## config.mk

```make
export PLATFORM = sky130hd
export DESIGN_NAME = ddr5_phy_crc_ctrl_flat
export DESIGN_NICKNAME = d
export VERILOG_FILES = /design/src/rtl/ddr5_phy_crc_ctrl_if.sv /design/src/rtl/ddr5_phy_crc_ctrl.sv /design/src/flat_wrapper.sv
export SDC_FILE = /design/constraint.sdc
export NUM_CORES = 1
export LEC_CHECK = 0
export BUFFER_PORTS_ARGS = -buffer_cell sky130_fd_sc_hd__buf_4
export CORE_ASPECT_RATIO = 0.75
export CORE_MARGIN = 2
export CORE_UTILIZATION = 50
export CTS_BUF_LIST = sky130_fd_sc_hd__clkbuf_8 sky130_fd_sc_hd__clkbuf_16
export CTS_CLUSTER_DIAMETER = 200
export CTS_CLUSTER_SIZE = 24
export DETAILED_ROUTE_END_ITERATION = 6
export GPL_TIMING_DRIVEN = 0
export PLACE_DENSITY = 0.83
export SLEW_MARGIN = 15
export SYNTH_ARGS = -nofsm -noshare
export SYNTH_HDL_FRONTEND = slang
export SYNTH_SLANG_ARGS = --single-unit
```

## constraint.sdc

```tcl
create_clock -name clk_i -period 4.7 [get_ports clk_i]
set_clock_uncertainty 0.1 [all_clocks]
set_input_delay 0.235 -clock clk_i [delete_from_list [all_inputs] [get_ports clk_i]]
set_output_delay 0.235 -clock clk_i [all_outputs]
set_load 0.01 [all_outputs]
```

## src/rtl/ddr5_phy_crc_ctrl_if.sv

```systemverilog
// Bundle between write-data block, CRC engine and DQ serializer for ddr5_phy_crc_ctrl.
// crc_err_inj_i is present only when DDR5_PHY_CRC_ERR_INJ_EN is defined.
interface ddr5_phy_crc_ctrl_if #(
  parameter int unsigned pDRAM_SIZE = 4
);
  localparam int unsigned BEAT_W = 2 * pDRAM_SIZE;

  logic              crc_cfg_en_i;
  logic              data_valid_i;
  logic [BEAT_W-1:0] data_i;
  logic              data_ready_o;
  logic              crc_en_o;
  logic              crc_init_o;
  logic [BEAT_W-1:0] crc_data_o;
  logic [BEAT_W-1:0] crc_code_i;
  logic [BEAT_W-1:0] dq_data_o;
  logic              dq_valid_o;
  logic              dq_crc_slot_o;
  logic              busy_o;
  logic              crc_done_o;
`ifdef DDR5_PHY_CRC_ERR_INJ_EN
  logic              crc_err_inj_i;
`endif

  // Controller side
  modport slave (
`ifdef DDR5_PHY_CRC_ERR_INJ_EN
    input  crc_err_inj_i,
`endif
    input  crc_cfg_en_i,
    input  data_valid_i,
    input  data_i,
    input  crc_code_i,
    output data_ready_o,
    output crc_en_o,
    output crc_init_o,
    output crc_data_o,
    output dq_data_o,
    output dq_valid_o,
    output dq_crc_slot_o,
    output busy_o,
    output crc_done_o
  );

  // Write-data block / engine / serializer side
  modport master (
`ifdef DDR5_PHY_CRC_ERR_INJ_EN
    output crc_err_inj_i,
`endif
    output crc_cfg_en_i,
    output data_valid_i,
    output data_i,
    output crc_code_i,
    input  data_ready_o,
    input  crc_en_o,
    input  crc_init_o,
    input  crc_data_o,
    input  dq_data_o,
    input  dq_valid_o,
    input  dq_crc_slot_o,
    input  busy_o,
    input  crc_done_o
  );
endinterface

```

## src/rtl/ddr5_phy_crc_ctrl.sv

```systemverilog
// DDR5 write-CRC sequencer: passes a BL16 burst through and appends the engine's CRC beat.
// Optional CRC error injection enabled by defining DDR5_PHY_CRC_ERR_INJ_EN.
module ddr5_phy_crc_ctrl #(
  parameter int unsigned pDRAM_SIZE  = 4,
  parameter int unsigned pBURST_CLKS = 8
) (
  input  logic                clk_i,
  input  logic                rst_i,
  ddr5_phy_crc_ctrl_if.slave  bus
);
  localparam int unsigned BEAT_W = 2 * pDRAM_SIZE;
  localparam int unsigned CNT_W  = (pBURST_CLKS > 1) ? $clog2(pBURST_CLKS) : 1;
  localparam logic [CNT_W-1:0] LAST_BEAT = CNT_W'(pBURST_CLKS - 1);

  typedef enum logic [1:0] {
    ST_IDLE = 2'd0,
    ST_DATA = 2'd1,
    ST_CRC  = 2'd2
  } state_e;

  state_e            state_q, state_d;
  logic [CNT_W-1:0]  beat_cnt_q, beat_cnt_d;
  logic              burst_crc_en_q, burst_crc_en_d;
  logic              ready_q, ready_d;
  logic              busy_q, busy_d;
  logic [BEAT_W-1:0] dq_data_q, dq_data_d;
  logic              dq_valid_q, dq_valid_d;
  logic              dq_crc_slot_q, dq_crc_slot_d;
  logic              crc_done_q, crc_done_d;
`ifdef DDR5_PHY_CRC_ERR_INJ_EN
  logic              err_arm_q, err_arm_d;
`endif

  logic              accept_c;
  logic              first_beat_c;
  logic              burst_crc_en_c;
  logic              last_beat_c;
  logic              crc_en_c;
  logic [BEAT_W-1:0] crc_beat_c;

  // Handshake decode; the CRC mode for the first beat comes straight from the config input
  always_comb begin
    accept_c       = bus.data_valid_i && ready_q;
    first_beat_c   = (state_q == ST_IDLE);
    burst_crc_en_c = first_beat_c ? bus.crc_cfg_en_i : burst_crc_en_q;
    last_beat_c    = (beat_cnt_q == LAST_BEAT);
    crc_en_c       = accept_c && burst_crc_en_c;
`ifdef DDR5_PHY_CRC_ERR_INJ_EN
    crc_beat_c     = bus.crc_code_i ^ BEAT_W'(err_arm_q);
`else
    crc_beat_c     = bus.crc_code_i;
`endif
  end

  // Next-state and registered-output logic
  always_comb begin
    state_d        = state_q;
    beat_cnt_d     = beat_cnt_q;
    burst_crc_en_d = burst_crc_en_q;
    dq_data_d      = dq_data_q;
    dq_valid_d     = 1'b0;
    dq_crc_slot_d  = 1'b0;
    crc_done_d     = 1'b0;
`ifdef DDR5_PHY_CRC_ERR_INJ_EN
    err_arm_d      = err_arm_q || bus.crc_err_inj_i;
`endif

    case (state_q)
      ST_IDLE, ST_DATA: begin
        if (accept_c) begin
          burst_crc_en_d = burst_crc_en_c;
          dq_valid_d     = 1'b1;
          dq_data_d      = bus.data_i;
          if (last_beat_c) begin
            beat_cnt_d = '0;
            state_d    = burst_crc_en_c ? ST_CRC : ST_IDLE;
          end else begin
            beat_cnt_d = beat_cnt_q + CNT_W'(1);
            state_d    = ST_DATA;
          end
        end
      end
      ST_CRC: begin
        dq_valid_d    = 1'b1;
        dq_data_d     = crc_beat_c;
        dq_crc_slot_d = 1'b1;
        crc_done_d    = 1'b1;
        state_d       = ST_IDLE;
`ifdef DDR5_PHY_CRC_ERR_INJ_EN
        // A pulse landing on the CRC beat re-arms for the following burst
        err_arm_d     = bus.crc_err_inj_i;
`endif
      end
      default: begin
        state_d    = ST_IDLE;
        beat_cnt_d = '0;
      end
    endcase

    ready_d = (state_d != ST_CRC);
    busy_d  = (state_d != ST_IDLE);
  end

  always_ff @(posedge clk_i or posedge rst_i) begin
    if (rst_i) begin
      state_q        <= ST_IDLE;
      beat_cnt_q     <= '0;
      burst_crc_en_q <= 1'b0;
      ready_q        <= 1'b0;
      busy_q         <= 1'b0;
      dq_data_q      <= '0;
      dq_valid_q     <= 1'b0;
      dq_crc_slot_q  <= 1'b0;
      crc_done_q     <= 1'b0;
`ifdef DDR5_PHY_CRC_ERR_INJ_EN
      err_arm_q      <= 1'b0;
`endif
    end else begin
      state_q        <= state_d;
      beat_cnt_q     <= beat_cnt_d;
      burst_crc_en_q <= burst_crc_en_d;
      ready_q        <= ready_d;
      busy_q         <= busy_d;
      dq_data_q      <= dq_data_d;
      dq_valid_q     <= dq_valid_d;
      dq_crc_slot_q  <= dq_crc_slot_d;
      crc_done_q     <= crc_done_d;
`ifdef DDR5_PHY_CRC_ERR_INJ_EN
      err_arm_q      <= err_arm_d;
`endif
    end
  end

  // Engine-side signals must be same-cycle with the accepted beat
  assign bus.crc_en_o      = crc_en_c;
  assign bus.crc_init_o    = crc_en_c && first_beat_c;
  assign bus.crc_data_o    = bus.data_i;
  assign bus.data_ready_o  = ready_q;
  assign bus.busy_o        = busy_q;
  assign bus.dq_data_o     = dq_data_q;
  assign bus.dq_valid_o    = dq_valid_q;
  assign bus.dq_crc_slot_o = dq_crc_slot_q;
  assign bus.crc_done_o    = crc_done_q;

endmodule

```

## src/flat_wrapper.sv

```systemverilog
// flat-port wrapper written by rule: the top's interface ports become plain ports
module ddr5_phy_crc_ctrl_flat 
#(
  parameter int unsigned pDRAM_SIZE  = 4,
  parameter int unsigned pBURST_CLKS = 8
)
  (clk_i, rst_i, bus_crc_cfg_en_i, bus_data_valid_i, bus_data_i, bus_crc_code_i, bus_data_ready_o, bus_crc_en_o, bus_crc_init_o, bus_crc_data_o, bus_dq_data_o, bus_dq_valid_o, bus_dq_crc_slot_o, bus_busy_o, bus_crc_done_o);
  ddr5_phy_crc_ctrl_if #(.pDRAM_SIZE(pDRAM_SIZE)) bus_i ();
  input  logic clk_i;
  input  logic rst_i;
  input wire logic [$bits(bus_i.crc_cfg_en_i)-1:0] bus_crc_cfg_en_i;
  input wire logic [$bits(bus_i.data_valid_i)-1:0] bus_data_valid_i;
  input wire logic [$bits(bus_i.data_i)-1:0] bus_data_i;
  input wire logic [$bits(bus_i.crc_code_i)-1:0] bus_crc_code_i;
  output wire logic [$bits(bus_i.data_ready_o)-1:0] bus_data_ready_o;
  output wire logic [$bits(bus_i.crc_en_o)-1:0] bus_crc_en_o;
  output wire logic [$bits(bus_i.crc_init_o)-1:0] bus_crc_init_o;
  output wire logic [$bits(bus_i.crc_data_o)-1:0] bus_crc_data_o;
  output wire logic [$bits(bus_i.dq_data_o)-1:0] bus_dq_data_o;
  output wire logic [$bits(bus_i.dq_valid_o)-1:0] bus_dq_valid_o;
  output wire logic [$bits(bus_i.dq_crc_slot_o)-1:0] bus_dq_crc_slot_o;
  output wire logic [$bits(bus_i.busy_o)-1:0] bus_busy_o;
  output wire logic [$bits(bus_i.crc_done_o)-1:0] bus_crc_done_o;
  assign bus_i.crc_cfg_en_i = bus_crc_cfg_en_i;
  assign bus_i.data_valid_i = bus_data_valid_i;
  assign bus_i.data_i = bus_data_i;
  assign bus_i.crc_code_i = bus_crc_code_i;
  assign bus_data_ready_o = bus_i.data_ready_o;
  assign bus_crc_en_o = bus_i.crc_en_o;
  assign bus_crc_init_o = bus_i.crc_init_o;
  assign bus_crc_data_o = bus_i.crc_data_o;
  assign bus_dq_data_o = bus_i.dq_data_o;
  assign bus_dq_valid_o = bus_i.dq_valid_o;
  assign bus_dq_crc_slot_o = bus_i.dq_crc_slot_o;
  assign bus_busy_o = bus_i.busy_o;
  assign bus_crc_done_o = bus_i.crc_done_o;
  ddr5_phy_crc_ctrl #(.pDRAM_SIZE(pDRAM_SIZE), .pBURST_CLKS(pBURST_CLKS)) u_core (.clk_i(clk_i), .rst_i(rst_i), .bus(bus_i));
endmodule
```

==> impl_metrics.tcl, run 1 <==
set metrics [dict create \
    rsz0062_at_grt "no" \
    grt_pass1_vias 762 \
    start_kind "flop" \
    finalCritPeriodShare_pct 37.5 \
    grt_use_met1_pct 18.6 \
    vdd_drop_max_v 0.000293 \
    gp_congestion 0.757 \
    async_reset_ff_share_pct 100 \
    antenna_cells 0 \
    clk_pin_slew_ns 0.07 \
    violations "negative hold slack" \
    maxSlewViolCount 0 \
    netlist_top_cells_area "dfrtp_1 (45%), mux2_4 (18%), buf_4 (6.7%), mux2_2 (5.6%), mux2i_1 (4.0%)" \
    overflow 0 \
    synthCells 80 \
    hold_ws_ns -0.0105 \
    min_path_type "input port to async pin" \
    dieHeight_um 42.9 \
    clock-root-buffer "clkbuf_8" \
    yosysMostFrequentCell "dfrtp_1" \
    firstDrtPassIters 4 \
    netlist_top_cells_count "dfrtp_1 (18), mux2_4 (12), buf_4 (9)" \
    worstPathMaxFanout 6 \
    power.density_mw_per_mm2 420 \
    synth_nets 102 \
    grt_pass1_wl_um 3270 \
    fill_cells 150 \
    leakagePower_nw 0.710 \
    netlist_area_mm2 0.00101 \
    fin_tns_setup_ns 0 \
    cts_max_path_buffers 2 \
    drc 0 \
    grt_use_met3_pct 4.88 \
    post_cts_buffers 0 \
    drive_gt1_share_pct 61.9 \
    cts_tree "done" \
    start_util_pct 51.5 \
    area_growth_pct 39.6 \
    setup_viol 0 \
    nets 149 \
    grtUsageTotal_pct 18.3 \
    outcome "complete, but fails checks" \
    rows 14 \
    io_pins 43 \
    path_delay_family "simple AND/OR/NAND/NOR gates" \
    synth_cell_types 25 \
    clk_latency_ns 0.25 \
    r2r-start "u_core.state_q[0]$_DFF_PP0_" \
    max_cap_viol_count 0 \
    crit_arrival_ns 1.43 \
    hold_viol_final 18 \
    die_x_um 55.9 \
    r2r_cells 5 \
    num_vias 758 \
    initialDrtViolationCount 11 \
    dieArea_mm2 0.00240 \
    r2r_end "u_core.bus.dq_data_o[2]$_DFFE_PP0P_" \
    detailed_place_hpwl_um 1670 \
    wl_um 2160 \
    relSlewSlack_pct 53.9 \
    post-route-min-period_ns 1.76 \
    setup_ws_ns 2.94 \
    yosysTopAreaCellShare_pct 44.6 \
    yosysWarnings 0 \
    synth_edf_count 0 \
    max_freq_mhz 568 \
    synth_top_area_cell "dfrtp_1" \
    viasPerCell 5.05 \
    tightestPinTransition_ns 0.691 \
    synthFlopType "dfrtp_1" \
    busiest_layer "met2" \
    worst-setup-path-type "flop to primary output" \
    cts_hold_buffers 0 \
    critPathRequiredTime_ns 4.37 \
    critPathSlowestCell "dfrtp_1" \
    gr-usage-met2_pct 34.8 \
    grt_max_degree 19 \
    synth_area_per_cell_um2 12.6 \
    rrSetupSlack_ns 3.08 \
    seq_area_frac_synth_pct 44.6 \
    endpoint_kind "primary output" \
    numPortBuffers 42 \
    post-place-ws_ns 3.09 \
    critPathMaxStageDelay_ns 0.44 \
    synth_seq_cells 18 \
    post_cts_resized 0 \
    wl_per_cell_um 14.4 \
    antenna_found_initial 0 \
    clock-sinks 18 \
    dp.cells 146 \
    core-area_mm2 0.00196 \
    ant_nets 0 \
    fin_cells 150 \
    ctsHtreeMaxLevel 1 \
    fin_util_pct 71.9 \
    crit_buf_inv 1 \
    numCtsBuffers 3 \
    cp_cell_sequence "nand2_2 -> nor3_1 -> and2_1 -> buf_4" \
]
layer usage:
layer / vias to the layer above / wire (um)
met5: - / 0
li1: 358 / -
met3: 6 / 127
met4: 0 / 38
met1: 362 / 768
met2: 32 / 1220
area by class of cell:
class / count / area [um^2] / share of cell area (%)
Clock buffer: 4 / 55.1 / 3.90
Timing Repair Buffer: 42 / 315 / 22.3
Buffer: 13 / 115 / 8.16
Multi-Input combinational cell: 47 / 438 / 31.0
Inverter: 2 / 7.51 / 0.532
Sequential cell: 18 / 450 / 31.9
Tap cell: 24 / 30.0 / 2.13
power breakdown:
| part | internal, W | leakage [nW] | total [W] | switching [W] |
|---|---|---|---|---|
| Clock | 0.0000745 | 0.0288 | 0.000127 | 0.0000521 |
| Combinational | 0.000134 | 0.473 | 0.000233 | 0.0000996 |
| Sequential | 0.000201 | 0.208 | 0.000232 | 0.0000308 |
| Total | 0.000410 | 0.710 | 0.000592 | 0.000183 |
placed cells by master, fill, tap and decap left out, types with 4 or more instances in the layout:
cell / instances
buf_4: 51
dfrtp_1: 18
mux2_4: 12
mux2_2: 5
mux2i_1: 4
nand2_1: 4
o21ai_0: 4
clkbuf_8: 4
registers in the layout, indices dropped and copies added (netlist names):
register and cells:
u_core.beat_cnt_q 3, u_core.burst_crc_en_q 1, u_core.bus.busy_o 1, u_core.bus.data_ready_o 1, u_core.bus.dq_crc_slot_o 1, u_core.bus.dq_data_o 8, u_core.bus.dq_valid_o 1, u_core.state_q 2
metrics by stage:
step / power (W) / hold WS [ns] / instance area (um^2)
after global routing: 0.000629 / 0.0356 / 1410
after floorplan: 0.000378 / 0.0736 / 1010
after global placement: 0.000456 / 0.276 / 1360
after detailed placement: 0.000468 / 0.287 / 1360
final: 0.000592 / -0.0105 / 1410
after CTS: 0.000599 / 0.00803 / 1410
worst register-to-register path, delay by kind of cell (launching register included):
kind | cells | cell delay [ns]
buf+inv | 2 | 0.30
flops | 1 | 0.38
mux | 2 | 0.57
simple gates | 1 | 0.17
how the worst max path moves through the flow:
stage,start,to,slack (ns),cells after the start
5_1_grt,u_core.bus.data_ready_o$_DFF_PP0_,bus_crc_init_o,2.86,4
2_1_floorplan,u_core.state_q[0]$_DFF_PP0_,u_core.bus.dq_data_o[0]$_DFFE_PP0P_,3.17,5
6_report,u_core.bus.data_ready_o$_DFF_PP0_,bus_crc_init_o,2.94,4
3_3_place_gp,u_core.state_q[0]$_DFF_PP0_,u_core.bus.dq_data_o[5]$_DFFE_PP0P_,3.12,5
3_5_place_dp,u_core.state_q[0]$_DFF_PP0_,u_core.bus.dq_data_o[2]$_DFFE_PP0P_,3.09,5
4_1_cts,u_core.bus.data_ready_o$_DFF_PP0_,bus_crc_init_o,2.92,4
logic make-up (layout without fill, tap and decap cells):
group | count (synthesis) | in the layout | synth area share (%)
DFF | 18 | 18 | 44.6
muxes | 21 | 21 | 27.4
and+or+nand+nor | 15 | 15 | 8.29
AOI/OAI and AO/OA | 9 | 9 | 5.20
adders and majority gates | 2 | 2 | 2.47
buffers and inverters | 15 | 61 | 12.1
(Power assumes the default switching activity.)
==> run 2: changes to the inputs <==
--- a/config.mk
+++ b/config.mk
@@ -8,13 +8,13 @@
 export BUFFER_PORTS_ARGS = -buffer_cell sky130_fd_sc_hd__buf_4
 export CORE_ASPECT_RATIO = 0.75
 export CORE_MARGIN = 2
-export CORE_UTILIZATION = 50
+export CORE_UTILIZATION = 46
 export CTS_BUF_LIST = sky130_fd_sc_hd__clkbuf_8 sky130_fd_sc_hd__clkbuf_16
 export CTS_CLUSTER_DIAMETER = 200
 export CTS_CLUSTER_SIZE = 24
 export DETAILED_ROUTE_END_ITERATION = 6
 export GPL_TIMING_DRIVEN = 0
-export PLACE_DENSITY = 0.83
+export PLACE_DENSITY = 0.77
 export SLEW_MARGIN = 15
 export SYNTH_ARGS = -nofsm -noshare
 export SYNTH_HDL_FRONTEND = slang
==> constraint.sdc (replaced) <==
create_clock -name clk_i -period 1.7 [get_ports clk_i]
set_clock_uncertainty 0.1 [all_clocks]
set_input_delay 0.085 -clock clk_i [delete_from_list [all_inputs] [get_ports clk_i]]
set_output_delay 0.085 -clock clk_i [all_outputs]
set_load 0.01 [all_outputs]
==> impl_metrics.tcl, run 2 (synthesized netlist as in run 1, its figures left out) <==
set metrics [dict create \
    rsz0062_at_grt "no" \
    vdd_drop_max_v 0.000863 \
    antenna_cells 0 \
    grt_pass1_wl_um 3480 \
    grtUsageTotal_pct 18.4 \
    die_x_um 58.1 \
    mostFrequentLayoutCells "buf_4 (51), dfrtp_1 (18), mux2_4 (12)" \
    post_cts_resized 0 \
    start_util_pct 49.3 \
    core-area_mm2 0.00205 \
    post_cts_buffers 0 \
    detailed_place_hpwl_um 1580 \
    critPathSlowestCell "dfrtp_1" \
    cts_max_path_buffers 2 \
    largest_reg_flops 8 \
    gp_congestion 0.741 \
    rows 14 \
    max_freq_mhz 614 \
    startpoint "u_core.state_q[0]$_DFF_PP0_" \
    clock-root-buffer "clkbuf_8" \
    io_pins 43 \
    leakagePower_nw 0.716 \
    overflow 0 \
    outcome "finished, final reports clean" \
    dieHeight_um 44.6 \
    path_delay_family "multiplexers" \
    clk_latency_ns 0.25 \
    endpoint_kind "flop" \
    min_from "bus_crc_code_i[1]" \
    hold_viol_final 0 \
    min_path_type "input port to flop" \
    antenna_found_initial 0 \
    crit_buf_inv 2 \
    worst-setup-path-type "flop to flop" \
    crit_arrival_ns 1.66 \
    setup_ws_ns 0.0717 \
    max_cap_viol_count 0 \
    fin_tns_setup_ns 0 \
    relSlewSlack_pct 54.8 \
    numPortBuffers 42 \
    start_kind "flop" \
    cp_cell_sequence "buf_6 -> nor2b_4 -> buf_12 -> mux2_4 -> mux2_4" \
    firstDrtPassIters 4 \
    maxSlewViolCount 0 \
    drive_gt1_share_pct 60.2 \
    tightestPinTransition_ns 0.677 \
    critPathRequiredTime_ns 1.74 \
    numCtsBuffers 3 \
    grt_max_degree 19 \
    clock-sinks 18 \
    worstPathMaxFanout 10 \
    final_common_cell "buf_4" \
    r2r-start "u_core.state_q[0]$_DFF_PP0_" \
    ant_nets 0 \
    area_growth_pct 41.2 \
    cts_tree "done" \
    finalCritPeriodShare_pct 95.8 \
    path_common_cell "mux2_4" \
    post-route-min-period_ns 1.63 \
    num_vias 774 \
    grt_pass1_vias 762 \
    dieArea_mm2 0.00259 \
    setup_viol 0 \
    wl_um 2140 \
    ctsHtreeMaxLevel 1 \
    drc 0 \
    viasPerCell 5.09 \
    wl_per_cell_um 14.1 \
    cts_hold_buffers 3 \
    nets 152 \
    post-place-ws_ns 0.0878 \
    clk_pin_slew_ns 0.06 \
    critPathMaxStageDelay_ns 0.38 \
    initialDrtViolationCount 13 \
    power.density_mw_per_mm2 1110 \
]
[run 2: cell count changes in the layout (fill, tap and decap cells not counted)]
cell | before | now
dlygate4sd3_1 | 0 | 3
clkbuf_8 | 4 | 3
[run 2: layout make-up]
cell class              count  area (um^2)
well taps                  24         30.0
repair buffers             45          345
plain buffers              13          115
inverters                   2         7.51
multi-input cells          47          438
flip-flops and latches     18          450
fillers                   161          622
clock buffers               3         41.3
[run 2: report_power, final]
group	internal (W)	leakage, nW	switching, W
logic	0.000377	0.486	0.000274
registers	0.000557	0.208	0.0000841
clock network	0.000157	0.0216	0.000133
total	0.00109	0.716	0.000491
[run 2: worst reg2reg max path, cell delays in order (launching register included)]
cell and delay [ns]:
dfrtp_1 0.38, buf_6 0.14, nor2b_4 0.17, buf_12 0.16
mux2_4 0.30, mux2_4 0.26
[run 2: worst paths after layout]
kind	end	slack [ns]	cells after the start
max	u_core.bus.dq_data_o[0]$_DFFE_PP0P_	0.07	5
min	u_core.bus.dq_data_o[1]$_DFFE_PP0P_	0.08	3
max reg2reg	u_core.bus.dq_data_o[0]$_DFFE_PP0P_	0.07	5
min reg2reg	u_core.beat_cnt_q[1]$_DFFE_PP0P_	0.41	2
max in group asynchronous	u_core.burst_crc_en_q$_DFFE_PP0P_	0.66	3
min in group asynchronous	u_core.bus.dq_data_o[1]$_DFFE_PP0P_	0.41	3
[run 2: per-stage QoR]
| stage | instance area (um^2) | hold slack [ns] | util, % | power (W) | cells |
|---|---|---|---|---|---|
| floorplan | 1010 | -0.0764 | - | 0.00105 | 80 |
| detailed placement | 1360 | 0.130 | 66.2 | 0.00129 | 146 |
| CTS | 1430 | 0.0828 | 69.7 | 0.00159 | 152 |
| global route | 1430 | 0.0868 | 69.7 | 0.00169 | 152 |
| finish | 1430 | 0.0842 | 69.7 | 0.00158 | 152 |
| global placement | 1360 | 0.132 | 66.2 | 0.00126 | 146 |
[run 2: layer usage]
layer | GRT usage (%) | up-vias | part of all wire, %
met3 | 5.56 | 4 | 4.8
met5 | 0 | - | 0
li1 | - | 365 | -
met4 | 7.91 | 0 | 1.4
met2 | 30.9 | 23 | 53
met1 | 22.2 | 382 | 41
==> run 3: changes to the inputs <==
==> constraint.sdc (replaced) <==
create_clock -name clk_i -period 1.7 [get_ports clk_i]
set_clock_uncertainty 0.1 [all_clocks]
set_input_delay 0.255 -clock clk_i [delete_from_list [all_inputs] [get_ports clk_i]]
set_output_delay 0.255 -clock clk_i [all_outputs]
set_load 0.01 [all_outputs]
==> impl_metrics.tcl, run 3 (synthesized netlist as in run 1, its figures left out) <==
set metrics [dict create \
    outcome "finished, final reports clean" \
    seqCellArea_um2 450 \
    hold_viol_final 0 \
    dieHeight_um 44.6 \
    critPathRequiredTime_ns 1.34 \
    setup_viol 0 \
    tightestPinTransition_ns 0.674 \
    ant_nets 0 \
    fin_util_pct 68.4 \
    grtUsageTotal_pct 17.7 \
    wl_um 2050 \
    min_path_type "input port to async pin" \
    ctsHtreeMaxLevel 1 \
    wl_per_cell_um 13.8 \
    place_area_mm2 0.00136 \
    numCtsBuffers 3 \
    cts_hold_buffers 0 \
    dp.cells 146 \
    r2r-start "u_core.state_q[0]$_DFF_PP0_" \
    drive_gt1_share_pct 62.4 \
    numPortBuffers 42 \
    crit_buf_inv 1 \
    start_kind "flop" \
    max_cap_viol_count 0 \
    grt_max_degree 19 \
    startpoint "u_core.bus.data_ready_o$_DFF_PP0_" \
    viasPerCell 4.99 \
    clk_latency_ns 0.25 \
    rrSetupSlack_ns 0.07 \
    leakagePower_nw 0.704 \
    largest_reg_flops 8 \
    clk_pin_slew_ns 0.06 \
    post-route-min-period_ns 1.64 \
    final_common_cell "buf_4" \
    setup_ws_ns 0.0647 \
    fill_cells 162 \
    die_x_um 58.1 \
    rsz0062_at_grt "no" \
    cp_cell_sequence "nand2_2 -> nor3_2 -> and2_1 -> buf_4" \
    worstPathMaxFanout 6 \
    initialDrtViolationCount 14 \
    vdd_drop_max_v 0.000859 \
    fin_area_mm2 0.00140 \
    gp_congestion 0.741 \
    drc 0 \
    clock-root-buffer "clkbuf_8" \
    worstSetupEndpoint "bus_crc_init_o" \
    area_growth_pct 38.7 \
    core-area_mm2 0.00205 \
    power.density_mw_per_mm2 1130 \
    multi_input_comb_area_um2 443 \
    crit_arrival_ns 1.28 \
    fin_cells 149 \
    r2r_cells 5 \
    fin_tns_setup_ns 0 \
    critPathMaxStageDelay_ns 0.44 \
    antenna_found_initial 0 \
    r2r_end "u_core.bus.dq_data_o[0]$_DFFE_PP0P_" \
    grt_pass1_vias 731 \
    cts_max_path_buffers 2 \
    relSlewSlack_pct 55.0 \
    critical_path_depth 4 \
    antenna_cells 0 \
    max_freq_mhz 612 \
    io_pins 43 \
    firstDrtPassIters 4 \
    grt_pass1_wl_um 3330 \
    path_delay_family "simple AND/OR/NAND/NOR gates" \
    dieArea_mm2 0.00259 \
    num_vias 744 \
    maxSlewViolCount 0 \
    overflow 0 \
    detailed_place_hpwl_um 1580 \
    post-place-ws_ns 0.0878 \
    finalCritPeriodShare_pct 96.2 \
    rows 14 \
    clock-sinks 18 \
    mostFrequentLayoutCells "buf_4 (51), dfrtp_1 (18), mux2_4 (12)" \
    worst-setup-path-type "flop to primary output" \
    endpoint_kind "primary output" \
    critPathSlowestCell "dfrtp_1" \
    cts_tree "done" \
    start_util_pct 49.3 \
    nets 149 \
]
-- run 3: cell count changes in the layout (fill, tap and decap cells not counted) --
cell           delta
dlygate4sd3_1     -3
nor3_1            -1
nor3_2            +1
-- run 3: how the worst min path moves through the flow --
stage                     start                             endpoint  depth (start not counted)
after floorplan           rst_i     u_core.beat_cnt_q[0]$_DFFE_PP0P_                          1
after global placement    rst_i  u_core.bus.dq_data_o[1]$_DFFE_PP0P_                          2
after detailed placement  rst_i     u_core.beat_cnt_q[0]$_DFFE_PP0P_                          2
after CTS                 rst_i  u_core.bus.dq_data_o[4]$_DFFE_PP0P_                          2
after global routing      rst_i  u_core.bus.dq_data_o[1]$_DFFE_PP0P_                          2
final                     rst_i  u_core.bus.dq_data_o[1]$_DFFE_PP0P_                          2
-- run 3: per-stage QoR --
| stage | hold slack (ns) | power, W |
|---|---|---|
| 6_report | 0.00726 | 0.00158 |
| 5_1_grt | 0.0675 | 0.00169 |
| 4_1_cts | 0.0318 | 0.00159 |
| 3_5_place_dp | 0.300 | 0.00129 |
| 3_3_place_gp | 0.302 | 0.00126 |
| 2_1_floorplan | 0.0936 | 0.00105 |
-- run 3: routing by layer --
layer	global-route usage (%)	part of all wire (%)
met5	0	0
met4	7.44	1.4
met3	5.56	4.9
met2	29.3	51
met1	21.7	42
-- run 3: final cells by class --
type                    instances  share of cell area (%)
inverters                       2                   0.535
multi-input cells              47                    31.6
clock buffers                   3                    2.94
flip-flops and latches         18                    32.1
plain buffers                  13                    8.21
well taps                      24                    2.14
repair buffers                 42                    22.5
-- run 3: worst reg2reg max path, stage by stage, from the launching register on --
cell and delay (ns):
dfrtp_1 0.38, buf_6 0.14, nor2b_4 0.17, buf_12 0.16
mux2_4 0.30, mux2_4 0.26
-- run 3: report_power, final --
part           switching (W)  leakage [nW]  internal [W]
Clock               0.000132        0.0216      0.000157
Sequential         0.0000843         0.208      0.000557
Combinational       0.000274         0.474      0.000373
-- run 3: timing repair --
action,CTS,global route
setup buffers,0,0
endpoints found under the setup margin,0,1
gates resized for setup,0,1
